**src/rtl/paddsb_red_seq_pkg.sv**
```systemverilog
// Shared types and constants for the serial RED / PADDSB sub-word unit.
package paddsb_red_pkg;

  typedef enum logic [1:0] {
    IDLE = 2'd0,
    RUN  = 2'd1,
    DONE = 2'd2
  } state_t;

  localparam logic       MODE_RED    = 1'b0;
  localparam logic       MODE_PADDSB = 1'b1;
  localparam logic [3:0] SAT_POS     = 4'h7;
  localparam logic [3:0] SAT_NEG     = 4'h8;
  localparam int         NUM_LANES   = 4;
  localparam logic [1:0] LAST_LANE   = 2'(NUM_LANES - 1);

  function automatic logic [9:0] sext_byte(input logic [7:0] b);
    return {{2{b[7]}}, b};
  endfunction

endpackage

```
**src/rtl/paddsb_red_seq_nibble_sat_addsub.sv**
```systemverilog
// Combinational signed 4-bit add/subtract that clamps on true two's-complement overflow.
module nibble_sat_addsub
  import paddsb_red_pkg::*;
(
  input  logic [3:0] A,
  input  logic [3:0] B,
  input  logic       sub,
  output logic [3:0] Sum,
  output logic       Ovfl
);

  logic [3:0] b_eff_s;
  logic [3:0] raw_s;

  // Subtraction runs as A + ~B + 1, so one overflow rule covers both operations.
  always_comb begin
    b_eff_s = sub ? ~B : B;
    raw_s   = A + b_eff_s + {3'b000, sub};
    Ovfl    = (A[3] == b_eff_s[3]) && (raw_s[3] != A[3]);
    if (Ovfl) begin
      Sum = A[3] ? SAT_NEG : SAT_POS;
    end else begin
      Sum = raw_s;
    end
  end

endmodule

```
**src/rtl/paddsb_red_seq.sv**
```systemverilog
// Multicycle sub-word unit: RED (signed byte reduction) or PADDSB (saturating nibble add/sub), one lane per cycle.
module paddsb_red_seq
  import paddsb_red_pkg::*;
(
  input  logic        clk,
  input  logic        rst,
  input  logic        valid_in,
  output logic        ready_out,
  input  logic        mode,
  input  logic        sub,
  input  logic [15:0] A,
  input  logic [15:0] B,
  output logic        valid_out,
  input  logic        ready_in,
  output logic [15:0] Result
);

  state_t      state_r, state_nxt_s;
  logic [15:0] a_r, b_r;
  logic        mode_r, sub_r;
  logic [1:0]  cnt_r;
  logic [9:0]  acc_r;
  logic [15:0] result_r;
  logic        valid_out_r;

  logic [7:0]  byte_s;
  logic [9:0]  acc_sum_s;
  logic [3:0]  a_nib_s, b_nib_s, nib_sum_s;
  logic        nib_ovfl_s;
  logic        last_lane_s;

  // RED lane order walks A low byte, A high byte, B low byte, B high byte.
  always_comb begin
    case (cnt_r)
      2'd0:    byte_s = a_r[7:0];
      2'd1:    byte_s = a_r[15:8];
      2'd2:    byte_s = b_r[7:0];
      2'd3:    byte_s = b_r[15:8];
      default: byte_s = a_r[7:0];
    endcase
  end

  assign acc_sum_s   = acc_r + sext_byte(byte_s);
  assign a_nib_s     = a_r[{cnt_r, 2'b00} +: 4];
  assign b_nib_s     = b_r[{cnt_r, 2'b00} +: 4];
  assign last_lane_s = (cnt_r == LAST_LANE);

  nibble_sat_addsub u_nib (
    .A    (a_nib_s),
    .B    (b_nib_s),
    .sub  (sub_r),
    .Sum  (nib_sum_s),
    .Ovfl (nib_ovfl_s)
  );

  // State register.
  always_ff @(posedge clk or posedge rst) begin
    if (rst) begin
      state_r <= IDLE;
    end else begin
      state_r <= state_nxt_s;
    end
  end

  // Next-state logic.
  always_comb begin
    state_nxt_s = state_r;
    case (state_r)
      IDLE: begin
        if (valid_in) state_nxt_s = RUN;
        else          state_nxt_s = IDLE;
      end
      RUN: begin
        if (last_lane_s) state_nxt_s = DONE;
        else             state_nxt_s = RUN;
      end
      DONE: begin
        if (ready_in) state_nxt_s = IDLE;
        else          state_nxt_s = DONE;
      end
      default: state_nxt_s = IDLE;
    endcase
  end

  // State-decoded outputs.
  always_comb begin
    ready_out = (state_r == IDLE);
  end

  // Operand capture, lane processing and result/valid registers.
  always_ff @(posedge clk or posedge rst) begin
    if (rst) begin
      a_r         <= 16'h0000;
      b_r         <= 16'h0000;
      mode_r      <= MODE_RED;
      sub_r       <= 1'b0;
      cnt_r       <= 2'd0;
      acc_r       <= 10'd0;
      result_r    <= 16'h0000;
      valid_out_r <= 1'b0;
    end else begin
      case (state_r)
        IDLE: begin
          if (valid_in) begin
            a_r      <= A;
            b_r      <= B;
            mode_r   <= mode;
            sub_r    <= sub;
            cnt_r    <= 2'd0;
            acc_r    <= 10'd0;
            result_r <= 16'h0000;
          end
        end
        RUN: begin
          cnt_r <= cnt_r + 2'd1;
          if (mode_r == MODE_PADDSB) begin
            result_r[{cnt_r, 2'b00} +: 4] <= nib_sum_s;
          end else begin
            acc_r <= acc_sum_s;
            if (last_lane_s) result_r <= {{6{acc_sum_s[9]}}, acc_sum_s};
          end
          if (last_lane_s) valid_out_r <= 1'b1;
        end
        DONE: begin
          if (ready_in) valid_out_r <= 1'b0;
        end
        default: begin
          cnt_r       <= 2'd0;
          valid_out_r <= 1'b0;
        end
      endcase
    end
  end

  assign valid_out = valid_out_r;
  assign Result    = result_r;

endmodule

```
**config.mk**
```make
export PLATFORM = sky130hd
export DESIGN_NAME = paddsb_red_seq
export DESIGN_NICKNAME = d
export VERILOG_FILES = /design/src/rtl/paddsb_red_seq_pkg.sv /design/src/rtl/paddsb_red_seq_nibble_sat_addsub.sv /design/src/rtl/paddsb_red_seq.sv
export SDC_FILE = /design/constraint.sdc
export NUM_CORES = 1
export LEC_CHECK = 0
export CAP_MARGIN = 15
export CORE_ASPECT_RATIO = 2
export CORE_UTILIZATION = 50
export CTS_BUF_LIST = sky130_fd_sc_hd__clkbuf_4 sky130_fd_sc_hd__clkbuf_8
export CTS_CLUSTER_SIZE = 24
export DETAILED_ROUTE_END_ITERATION = 12
export GPL_TIMING_DRIVEN = 0
export PLACE_DENSITY_LB_ADDON = 0.08
export SYNTH_ARGS = -nofsm -noshare
export SYNTH_HDL_FRONTEND = slang
export SYNTH_SLANG_ARGS = --single-unit
```
**constraint.sdc**
```tcl
create_clock -name clk -period 11.2 [get_ports clk]
set_clock_uncertainty 0.05 [all_clocks]
set_input_delay 2.24 -clock clk [delete_from_list [all_inputs] [get_ports clk]]
set_output_delay 2.24 -clock clk [all_outputs]
set_load 0.01 [all_outputs]
```
Word level (Yosys, flattened, before mapping). Cells that the tools add are included.

Bitwise operators: 3. Add/sub/neg operators: 5. Shift-type cells: 4. Eq/ne operators: 12. Mux-type cells: 21. Reduce and logical (&&, ||, !) cells: 9.

Operators with widths (number): $mux W16 (3); $pmux W16 S2 (1); $pmux W8 S4 (1); $shiftx A16 B5 Y4 (2); $mux W10 (2); $pmux W10 S2 (1); $bwmux W16 (1); $shift A4 B6 Y16 const A (1); $shiftx A4 B6 Y16 (1); $mux W4 (3); $pmux W2 S3 (2); $add A10 B10 Y10 (1); $reduce_and A3 Y1 (3); $ne A2 B2 Y1 const B (4); $eq A2 B2 Y1 const B (3); $mux W2 (3); $neg A4 Y6 (1); $add A4 B1 Y4 (1); $add A4 B4 Y4 (1); $eq A2 B1 Y1 const B (2); $logic_not A2 Y1 (2); $not A4 Y4 (1); $reduce_and A2 Y1 (2); $mux W1 (3); other kinds (8) (9).

Input port bits: 38. Register bits after elaboration: 65. Output and inout port bits: 18. Word-level logic and storage cells: 63.

Longest topological paths before layout. Gate-level depths: netlist of the first run.

Word-level depth: 12. Mapped depth: 15. Depth with buffers taken out: 12.

Cells and area by module. A second synthesis of the first run with hierarchy kept.

Cells, all modules: 388. Area, all modules: 3776.1 um^2.

Modules (own cells, without submodules): paddsb_red_seq (cells each 363, sequential area each 1626.6 um^2, area an instance 3578.4 um^2, instances 1); nibble_sat_addsub (cells each 25, sequential area each 0.0 um^2, area an instance 197.7 um^2, instances 1).

Worst setup path before layout of the first run. No wires, ideal clock.

Path type: reg2reg. From: reg cnt_r[0]. To: reg result_r[5], in the netlist Result[5]. Cell stages (with the launch flop): 12. Library setup time: 0.082 ns. Slack: 7.585 ns. Data required time: 11.068 ns. Clock period less this slack: 3.615 ns. Buffers on the path: 2. Arrival: 3.483 ns. Path through: dfrtp_1 > clkbuf_1 > clkbuf_1 > mux4_1 > ha_1 > a21o_1 > a21o_1 > fa_1 > o21ai_0 > a21o_2 > or2_2 > a31oi_1.

Longest elaborated chain between the ends: 12. Elaborated cells between the ends (all ways): 26. Classes of those cells: add/sub (4); eq/ne (6); shift (4); mux (8); bitwise (1); reduce/logical (3).

RTL lines: start, declared (line paddsb_red_seq.sv:21) `logic [1:0] cnt_r;`; start signal, assigned (line paddsb_red_seq.sv:115) `cnt_r <= cnt_r + 2'd1;`; $shiftx A16 B5 Y4 (line paddsb_red_seq.sv:45) `assign b_nib_s = b_r[{cnt_r, 2'b00} +: 4];`; $not A4 Y4 (line paddsb_red_seq_nibble_sat_addsub.sv:17) `b_eff_s = sub ? ~B : B;`; $mux W4 (line paddsb_red_seq_nibble_sat_addsub.sv:17); $add A4 B4 Y4 (line paddsb_red_seq_nibble_sat_addsub.sv:18) `raw_s = A + b_eff_s + {3'b000, sub};`; $add A4 B1 Y4 (line paddsb_red_seq_nibble_sat_addsub.sv:18); $ne A1 B1 Y1 (line paddsb_red_seq_nibble_sat_addsub.sv:19) `Ovfl = (A[3] == b_eff_s[3]) && (raw_s[3] != A[3]);`; $logic_and A1 B1 Y1 (line paddsb_red_seq_nibble_sat_addsub.sv:19); $mux W4 (line paddsb_red_seq_nibble_sat_addsub.sv:20) `if (Ovfl) begin`; $shiftx A4 B6 Y16 (line paddsb_red_seq.sv:117) `result_r[{cnt_r, 2'b00} +: 4] <= nib_sum_s;`; $bwmux W16 (line paddsb_red_seq.sv:117); $mux W16 (line paddsb_red_seq.sv:116) `if (mode_r == MODE_PADDSB) begin`; $pmux W16 S2 (line paddsb_red_seq.sv:102) `case (state_r)`; end signal, assigned by index (line paddsb_red_seq.sv:117); end signal, assigned (line paddsb_red_seq.sv:120) `if (last_lane_s) result_r <= {{6{acc_sum_s[9]}}, acc_sum_s};`; end, declared (line paddsb_red_seq.sv:23) `logic [15:0] result_r;`.

Parallel ways exist; a longest one is shown, timed or not. The select of a mux whose other input is x is not followed. A chain may end at the register's enable or synchronous reset.

Worst setup path in the final report of the first run.
From: reg cnt_r[0]. To: reg result_r[13], in the netlist Result[13].

The elaborated chain is that of the path after synthesis.

==> flow_metrics.tcl, run 1 <==
set metrics [dict create \
    status "finished with violations" \
    failed_checks "design-rule violations" \
    cp_max_fo 10 \
    worstSetupPathType "register to register" \
    topRoutingLayerUsed "met4" \
    cts_hold_buf 0 \
    start_util_pct 51.5 \
    slew_headroom_pct 48.7 \
    antenna_left 0 \
    async_reset_ff_share_pct 100 \
    reg2reg_depth 14 \
    setup_tns_ps 0 \
    yosys-top-cells-count "dfrtp_1 (65), nand2_1 (55), mux2_2 (26), o21ai_0 (20), ha_1 (18)" \
    tightestPinTransition_ps 762 \
    wl_met3_um 342 \
    grt_start_max_net_pins 42 \
    num_io_pins 56 \
    diodes 0 \
    crit_slowest_cell "o211ai_1" \
    end_kind "register" \
    synth_top_area_cell "dfrtp_1" \
    routed-wl-met2_mm 4.96 \
    firstDrtPassIters 11 \
    cts_buffer_depth 2 \
    yosysSeqAreaShare_pct 43.8 \
    fin_crit_ps 4570 \
    critical_path_required_ps 11370 \
    multi_input_area_mm2 0.00196 \
    root_buffer "clkbuf_8" \
    die_area_mm2 0.00780 \
    crit_chain "clkbuf_1 -> clkbuf_1 -> inv_1 -> ha_1 -> clkbuf_1 -> a222oi_1 -> mux2i_1 -> ha_1 -> a21o_1 -> nand4_1 -> a21oi_1 -> a21oi_1 -> o211ai_1 -> o31ai_1" \
    die-height_um 124 \
    hold_class "register to register" \
    slew_violations 0 \
    cts_tree "built" \
    hp-start "Result[9]" \
    clkLatencyLatePin_ps 360 \
    yosysMostFrequentCell "dfrtp_1" \
    yosysWarnings 0 \
    netlist_area_mm2 0.00371 \
    cp.arrival_ps 4740 \
    min_path_cells 2 \
    final_layout_size_suffix_gt1_share_pct 12.6 \
    grtUsageTotal_pct 25.4 \
    rr_startpoint "cnt_r[0]" \
    worst_slack_ps 6630 \
    synthCells 348 \
    synth_top_cell_area_share_pct 43.8 \
    layout.nets 474 \
    gp_congestion 0.844 \
    postCtsSetupBuffers 0 \
    wire_per_inst_um 17.6 \
    avgSynthCellArea_um2 10.7 \
    rsz0062_at_grt "no" \
    vias 2953 \
    synth.area.top_cells "dfrtp_1 (44%), mux2_2 (7.9%), ha_1 (6.1%), nand2_1 (5.6%), mux4_1 (5.0%)" \
    crit_top_cell "clkbuf_1" \
    drcViolationCount 1 \
    place_hpwl_mm 6.92 \
    synth-seq-cells 65 \
    pre_cts_slack_ps 6640 \
    worstSetupStartpointType "register" \
    setup_violations 0 \
    h-tree-depth 3 \
    core_area_mm2 0.00721 \
    clk_pin_slew_ps 80 \
    synth_flop_cell "dfrtp_1" \
    syn_nets 407 \
    area_growth_syn_to_layout_pct 25.6 \
    final_area_mm2 0.00467 \
    vias_per_cell 5.77 \
    startpoint "cnt_r[0]" \
    drtIter0Drc 178 \
    grt_pass1_vias 3054 \
    wirelength_mm 9.03 \
    cts_buffers 9 \
    port_buffers 55 \
    seq_area_mm2 0.00163 \
    timing.hold.ws_ps 428 \
    cts_resized 0 \
    synth_edf_count 0 \
    finalHoldViolCount 0 \
    rows 44 \
    max_cap_viol_count 0 \
    fillers 614 \
    slowest_delay_ps 530 \
    period_share_pct 40.8 \
    yosysUniqueCellTypes 45 \
    grt_pass1_wl_mm 14.6 \
    grt-ovfl-total 0 \
    max_freq_mhz 219 \
    numClockSinks 65 \
    wl_met1_mm 3.28 \
    antenna_found_initial 0 \
    place_area_mm2 0.00440 \
    dieWidth_um 63.0 \
]
[kinds of logic (layout without fill, tap and decap cells)]
family          count (synthesis)  in the layout  synth area share, %
fa+ha+maj                      21             21                 7.68
mux                            42             42                 15.6
compound gates                 92             92                 17.0
flops                          65             65                 43.8
xor+xnor                       11             11                 2.80
buf+inv                        32            104                 3.44
simple gates                   85             85                 9.70
[cells in the final DEF, fill, tap and decap left out, types with 2 or more instances in the layout]
master,synthesis,routed
o21ai_0,20,20
clkinvlp_4,0,3
a31oi_1,4,4
o211ai_1,8,8
a21oi_1,14,14
nor2_1,12,12
a21o_1,10,10
mux2i_1,8,8
xnor2_1,6,6
and3_1,2,2
bufinv_16,0,4
ha_1,18,18
nand3_1,4,4
o21a_1,10,10
o31ai_1,7,7
mux4_1,7,7
inv_1,17,16
or3_1,2,2
xor2_1,4,4
clkdlybuf4s50_1,0,55
nand2_1,55,55
nor2b_1,2,2
a222oi_1,8,8
nand4_1,2,2
mux2_2,26,26
fa_1,3,3
dfrtp_1,65,65
o21ai_2,2,2
clkbuf_1,13,13
clkbuf_8,0,9
[per-stage QoR]
step                util (%)  cells
finish                  64.7    512
global route            64.7    512
CTS                     64.7    512
detailed placement      61.0    496
global placement        60.7    495
floorplan                  -    348
[layer usage]
metal	vias to the layer above	GRT usage, %
li1	1400	-
met1	1437	24.8
met2	86	46.8
met3	30	5.22
met4	0	17.9
met5	-	0
[cell type report]
| cell class | count | share of cell area (%) |
|---|---|---|
| inverter | 17 | 1.37 |
| clock buffer | 9 | 2.65 |
| buffer | 15 | 1.37 |
| tap | 92 | 2.47 |
| timing repair buffer | 56 | 12.2 |
| clock inverter | 7 | 3.06 |
| multi-input combinational | 251 | 42.0 |
| sequential | 65 | 34.9 |
[critical path, delay by kind of cell (launching register included)]
family / cells / cell delay (ps)
fa+ha+maj: 2 / 610
buf+inv: 4 / 1240
mux: 1 / 240
compound gates: 6 / 1670
simple gates: 1 / 160
flops: 1 / 450
[state kept, by name, indices dropped and copies added, names as in the netlist]
register   flops
Result        16
a_r           16
b_r           16
acc_r         10
cnt_r          2
state_r        2
mode_r         1
sub_r          1
valid_out      1
[final timing paths]
| path | slack, ps | to |
|---|---|---|
| max | 6630 | Result[13] |
| min | 430 | Result[9] |
| max reg2reg | 6630 | Result[13] |
| min reg2reg | 430 | Result[9] |
| max in group asynchronous | 8310 | acc_r[3] |
| min in group asynchronous | 2180 | acc_r[1] |
Power of run 1 is left out: the tool's default activity adds up to more than one toggle a clock period on the data nets, which glitch-free logic cannot reach.
==> inputs of run 2 (changes only) <==
==> constraint.sdc (replaced) <==
create_clock -name clk -period 4.4 [get_ports clk]
set_clock_uncertainty 0.05 [all_clocks]
set_input_delay 0.88 -clock clk [delete_from_list [all_inputs] [get_ports clk]]
set_output_delay 0.88 -clock clk [all_outputs]
set_load 0.01 [all_outputs]
==> run 2 against run 1 <==
The run still ends with design-rule violations left. Global-route usage unchanged. Via count up 1.2%. First-iteration DRC count down 20%. Highest routed layer unchanged. Non-clock buffer count up 1. Critical path type unchanged. Final area up 0.24%. Worst hold slack about the same. Routed wire length up 0.62%. Maximum frequency up 13%. Count of clock-buffer cells in the layout unchanged.
==> flow_metrics.tcl, run 2 (synthesis results as in run 1) <==
set metrics [dict create \
    die_area_mm2 0.00780 \
    drtIter0Drc 143 \
    worst_slack_ps 349 \
    antenna_found_initial 0 \
    numClockSinks 65 \
    final_common_cell "dfrtp_1" \
    fin_crit_ps 4050 \
    slew_headroom_pct 50.0 \
    cp.arrival_ps 4240 \
    clk_pin_slew_ps 80 \
    layout_common_cells "dfrtp_1 (65), nand2_1 (55), clkdlybuf4s50_1 (55)" \
    worstSetupStartpointType "register" \
    firstDrtPassIters 9 \
    grt_pass1_wl_mm 14.6 \
    startpoint "cnt_r[0]" \
    root_buffer "clkbuf_8" \
    vias 2988 \
    place_hpwl_mm 6.92 \
    wire_per_inst_um 17.7 \
    diodes 0 \
    critical_path_required_ps 4590 \
    gp_congestion 0.844 \
    pre_cts_slack_ps -162 \
    max_cap_viol_count 0 \
    clkLatencyLatePin_ps 360 \
    finalHoldViolCount 0 \
    max_freq_mhz 247 \
    grt_pass1_vias 3054 \
    num_io_pins 56 \
    tightestPinTransition_ps 742 \
    slew_violations 0 \
    grtUsageTotal_pct 25.4 \
    antenna_left 0 \
    grt-ovfl-total 0 \
    grt_start_max_net_pins 42 \
    rsz0062_at_grt "no" \
    dieWidth_um 63.0 \
    port_buffers 55 \
    cts_buffer_depth 2 \
    setup_violations 0 \
    hp-start "Result[9]" \
    timing.hold.ws_ps 428 \
    worstSetupPathType "register to register" \
    cp_max_fo 10 \
    seq_area_mm2 0.00163 \
    rows 44 \
    multi_input_area_mm2 0.00196 \
    area_growth_syn_to_layout_pct 25.9 \
    failed_checks "design-rule violations" \
    cts_tree "built" \
    start_util_pct 51.5 \
    rr_startpoint "cnt_r[0]" \
    die-height_um 124 \
    vias_per_cell 5.82 \
    end_kind "register" \
    status "finished with violations" \
    drcViolationCount 1 \
    h-tree-depth 3 \
    period_share_pct 92.1 \
    final_layout_size_suffix_gt1_share_pct 13.5 \
    wirelength_mm 9.08 \
    core_area_mm2 0.00721 \
    cts_buffers 9 \
    fillers 613 \
    hold_class "register to register" \
    layout.nets 475 \
    cts_hold_buf 0 \
]
-- run 2: routing by layer --
layer / up-vias / part of all wire, % / GRT usage [%]
met1: 1460 / 36 / 24.8
li1: 1400 / - / -
met4: 0 / 4.8 / 17.9
met3: 29 / 4.2 / 5.22
met5: - / 0 / 0
met2: 99 / 55 / 46.8
-- run 2: worst paths after layout --
path,to,slack (ps),cells after the start
max,Result[13],350,15
min,Result[9],430,2
max reg2reg,Result[13],350,15
min reg2reg,Result[9],430,2
max in group asynchronous,a_r[11],2860,3
min in group asynchronous,acc_r[1],820,2
-- run 2: cell type report --
type,instances,share of cell area [%]
clock buffer,9,2.65
tap,92,2.46
timing repair buffer,57,12.4
multi-input combinational,251,41.9
inverter,17,1.36
buffer,15,1.44
clock inverter,7,3.05
sequential,65,34.8
-- run 2: worst max-delay path, stage by stage (launching register included) --
cell	delay, ps
dfrtp_1	450
clkbuf_2	250
clkbuf_2	300
inv_1	140
ha_1	220
clkbuf_1	220
a222oi_1	380
mux2i_1	250
ha_1	280
a21o_1	230
a21o_1	190
a21o_1	190
a2111o_1	380
o211ai_1	100
buf_4	190
o31ai_1	80
-- run 2: timing repair --
action                                  4_1_cts  5_1_grt
pin swaps                                     0        1
setup buffers                                 0        1
gates resized for setup                       1        3
endpoints found under the setup margin        7        7
-- run 2: stage by stage --
stage / cells / setup TNS (ps) / instance area, um2 / utilization [%]
6_report: 513 / 0 / 4680 / 64.9
5_1_grt: 513 / 0 / 4680 / 64.9
4_1_cts: 512 / 0 / 4670 / 64.7
3_5_place_dp: 496 / -949 / 4400 / 61.0
3_3_place_gp: 495 / -646 / 4380 / 60.7
2_1_floorplan: 348 / 0 / 3710 / -
Power of run 2 is left out for the same reason.
